$ cat src/rtl/fetch_queue.sv
// fetch_queue
//   Circular instruction buffer between fetch (writer) and decode (reader).
//   One push and one pop per cycle over valid/ready handshakes; flush empties
//   the queue in one cycle. Outputs are combinational from registered state.
//
// Ports
//   clk        rising-edge clock
//   reset      synchronous, active-low reset
//   flush      synchronous clear of all entries (branch recovery)
//   in_valid   fetch presents in_data
//   in_ready   queue accepts a push this cycle (count != DEPTH)
//   in_data    entry to push
//   out_valid  head entry available (count != 0)
//   out_ready  decode consumes the head this cycle
//   out_data   head entry, 0 while empty
//   count      current occupancy, 0..DEPTH
module fetch_queue #(
    parameter int unsigned WIDTH = 32,
    parameter int unsigned DEPTH = 8,
    localparam int unsigned CW   = $clog2(DEPTH) + 1
) (
    input  logic             clk,
    input  logic             reset,
    input  logic             flush,
    input  logic             in_valid,
    output logic             in_ready,
    input  logic [WIDTH-1:0] in_data,
    output logic             out_valid,
    input  logic             out_ready,
    output logic [WIDTH-1:0] out_data,
    output logic [CW-1:0]    count
);

    localparam int unsigned PW = $clog2(DEPTH);

    logic [WIDTH-1:0] mem [DEPTH];
    logic [PW-1:0]    head;
    logic [PW-1:0]    tail;
    logic             push;
    logic             pop;

    // in_ready depends only on registered count, so a full queue refuses a
    // push even when decode pops in the same cycle.
    assign in_ready  = (count != CW'(DEPTH));
    assign out_valid = (count != '0);
    assign out_data  = out_valid ? mem[head] : '0;

    assign push = in_valid && in_ready;
    assign pop  = out_valid && out_ready;

    always_ff @(posedge clk) begin
        if (!reset) begin
            head  <= '0;
            tail  <= '0;
            count <= '0;
        end else if (flush) begin
            head  <= '0;
            tail  <= '0;
            count <= '0;
        end else begin
            if (push) begin
                tail <= tail + PW'(1);
            end
            if (pop) begin
                head <= head + PW'(1);
            end
            if (push && !pop) begin
                count <= count + CW'(1);
            end else if (pop && !push) begin
                count <= count - CW'(1);
            end
        end
    end

    // Storage has no reset; writes are suppressed whenever the pointer
    // update is overridden so stale data can never be attributed to a push.
    always_ff @(posedge clk) begin
        if (reset && !flush && push) begin
            mem[tail] <= in_data;
        end
    end

endmodule

$ cat config.mk
export PLATFORM = sky130hd
export DESIGN_NAME = fetch_queue
export DESIGN_NICKNAME = d
export VERILOG_FILES = /design/src/rtl/fetch_queue.sv
export SDC_FILE = /design/constraint.sdc
export NUM_CORES = 1
export LEC_CHECK = 0
export BUFFER_PORTS_ARGS = -buffer_cell sky130_fd_sc_hd__buf_4
export CORE_MARGIN = 2
export CORE_UTILIZATION = 42
export DETAILED_ROUTE_END_ITERATION = 8
export HOLD_SLACK_MARGIN = 0.15
export PLACE_DENSITY = 0.65
export SLEW_MARGIN = 20
export SYNTH_ARGS = -nofsm -noshare
export SYNTH_HDL_FRONTEND = slang
export SYNTH_SLANG_ARGS = --single-unit
$ cat constraint.sdc
create_clock -name clk -period 10.29 [get_ports clk]
set_input_delay 2.058 -clock clk [delete_from_list [all_inputs] [get_ports clk]]
set_output_delay 2.058 -clock clk [all_outputs]
set_load 0.02 [all_outputs]
==> metrics <==
gpl congestion 0.679; kind of critical path reg -> out; hpwl dp 10.6 mm; Rel. slew slack 0.321; setup TNS 0 ns; Critical Path Most Common Cell buf_4; Area after DPL 11400 µm²; Core ar. 24400 µm²; Max Freq 199 MHz; count of different cell masters after synthesis 34; drt pass-1 iters 4; clk buf depth 3; post-route ant nets 0; total CTS buffers 27; DIE HEIGHT 162 µm; CTS tree yes; clock skew 0.0175 ns; die width 162 µm; sinks on the clock net 269; CTS H-tree lvls 1; global-route wire length before repair 29.3 mm; Final Power 2.42 mW; worst-path fanout max 47; post-DR wirelength/cell 20.9 µm; mapped cell area 10500 µm²; crit share post-route 0.488; CP max stage delay 0.74 ns; # hold bufs at CTS 0; sequential cell area fraction in the yosys report 0.759; num ports 75; ys async rst share 0; WP data arrival 2.97 ns; post-synth top area share 0.734; Clock power frac 0.387; number of flops mapped to enable cells by yosys 256; initial antenna violation count 1; Setup crit start kind flip-flop; cell taking the most area after synthesis edfxtp_1; sum of buffers and inverters on the critical path 2; power share of the combinational group 0.110; Syn Inst Count 482; Mapped Avg Cell Area 21.7 µm²; Routed WL 19.2 mm; CP Capture Type output port; Synth Warn # 0; Top FF cell, synth edfxtp_1; power density over cell area 197 nW/µm²; Reg clk slew, reported paths 0.06 ns; Port Buf Inserts 74; post_cts resized 0; fin nets 616; min cycle time layout 5.02 ns; Post-Layout Inst Area 12300 µm²; Syn Nets 525; post-synthesis register bit count 269; Worst-Margin Slew 1.01 ns; Congestion Overflow GR 0; Net Sw Frac 0.226; Area Overhead vs Synth 17.4%; Largest delay share family, worst path buffers and inverters; vias in the first global route 5012; Starting Density 0.429; Remaining DRCs 0; final worst setup slack 5.27 ns; final setup vio count 0; Max Cap Violations 0; Place WS 5.65 ns; final std cells w/o fill 919; FP Rows 57; Leak 3.93 nW; # fillers 1962; GRT Total Usage 0.148; RSZ-0062 raised after global routing no; vias per inst 5.20; clk_lat worst skew 0.53 ns; total number of vias 4778; largest net degree at the start of global routing 65; synth top area cells edfxtp_1 (73%), mux4_2 (11%), mux4_1 (3.8%); slowest stage cell, crit path buf_4; post-placement cell count 868; CP cell instances buf_4, mux4_1, mux2i_1, nor2_1, buf_4; layout cells sized above 1 0.323; Hold Fails Final Rpt 0; Slew Viols, Final 0; total internal power 1.88 mW; worst hold path type reg -> reg; NetSw 0.548 mW; initial DRC count 351; VDD IR-drop max 0.000103 V; Setup Fix Bufs, Post-CTS 0; root buffer cell clkbuf_16; outcome finished clean; die area 26200 µm²; CP required 8.23 ns; sequential share of power 0.503
==> synth_stat cells (3+ instances only) <==
master / number
nand2b_1: 3
nand3_1: 5
clkbuf_1: 5
mux4_1: 15
buf_6: 8
inv_1: 3
mux2i_1: 33
nand2_1: 4
dfxtp_1: 13
edfxtp_1: 256
buf_2: 9
mux4_2: 49
nor2_1: 48
a21oi_1: 3
xor2_1: 5
ha_1: 5
==> power groups by stage <==
| stage | clock [mW] | combinational [mW] | sequential [mW] |
|---|---|---|---|
| CTS | 0.962 | 0.273 | 1.22 |
| detailed placement | 0 | 0.273 | 1.24 |
| global placement | 0 | 0.269 | 1.24 |
| global route | 1.01 | 0.289 | 1.22 |
| finish | 0.938 | 0.267 | 1.22 |
| floorplan | 0 | 0.162 | 1.24 |
==> final cells by class <==
cell class / count / area (µm²) / share of cell area
sequential: 269 / 7950 / 0.647
clock inverter: 19 / 168 / 0.0136
antenna: 1 / 2.50 / 0.000204
clock buffer: 31 / 691 / 0.0562
timing repair buffer: 86 / 658 / 0.0535
multi-input combinational: 185 / 2400 / 0.195
tap: 324 / 405 / 0.0330
inverter: 4 / 15.0 / 0.00122
==> sequential cells by signal, indices dropped and copies added, names as in the netlist, named ones only <==
signal / cells
tail: 3
count: 4
mem: 256
head: 3
==> per-layer routing <==
| metal | GRT usage | part of all wire | vias to the layer above |
|---|---|---|---|
| met5 | 0 | 0 | - |
| met4 | 0.0410 | 0.019 | 0 |
| met3 | 0.0296 | 0.047 | 24 |
| met2 | 0.256 | 0.51 | 90 |
| met1 | 0.193 | 0.43 | 2499 |
| li1 | - | - | 2165 |
==> through the flow <==
stage / util / hold WS [ns]
6_report: 0.504 / 0.480
5_1_grt: 0.504 / 0.511
4_1_cts: 0.504 / 0.483
3_5_place_dp: 0.469 / 0.475
3_3_place_gp: 0.468 / 0.457
2_1_floorplan: - / 0.454
==> worst register-to-register path, stage by stage (launching register included) <==
cell	delay, ns
dfxtp_1	0.40
nor4_4	0.90
buf_4	0.46
inv_2	0.11
nand2_1	0.14
ha_1	0.18
inv_1	0.09
ha_1	0.34
a21oi_1	0.10
a211o_1	0.31
a211oi_1	0.22
a31o_2	0.13
==> path summary, 6_finish.rpt <==
check	slack, ns	cells after the start	start	end
setup / recovery	5.27	5	flip-flop	out_data[9]
hold / removal	0.48	2	head[1]$_SDFFE_PP0P_	flip-flop
setup reg to reg	6.86	11	count[0]$_SDFFE_PP0P_	count[3]$_SDFFE_PP0P_
hold reg to reg	0.48	2	head[1]$_SDFFE_PP0P_	flip-flop
==> layout by cell type, fill, tap and decap left out, drive strengths merged, types with 4 or more instances in the layout <==
cell type  count
edfxtp       256
buf           86
mux4          64
nor2          48
mux2i         33
clkbuf        31
clkinv        14
dfxtp         13
nand3          6
xor2           5
ha             5
nand2          5
inv            5
a21oi          4
==> cells by family (layout without fill, tap and decap cells) <==
kind of cell	after synthesis	after routing	synth area share
flip-flops	269	269	0.759
multiplexers	97	97	0.175
AND/OR/NAND/NOR	69	69	0.0316
buffers and inverters	28	140	0.0170
AO/OA/AOI/OAI	7	7	0.00466
adder cells (fa/ha/maj)	6	6	0.00789
XOR/XNOR	6	6	0.00502
other	0	1	0
Power figures use the tool's default switching activity.
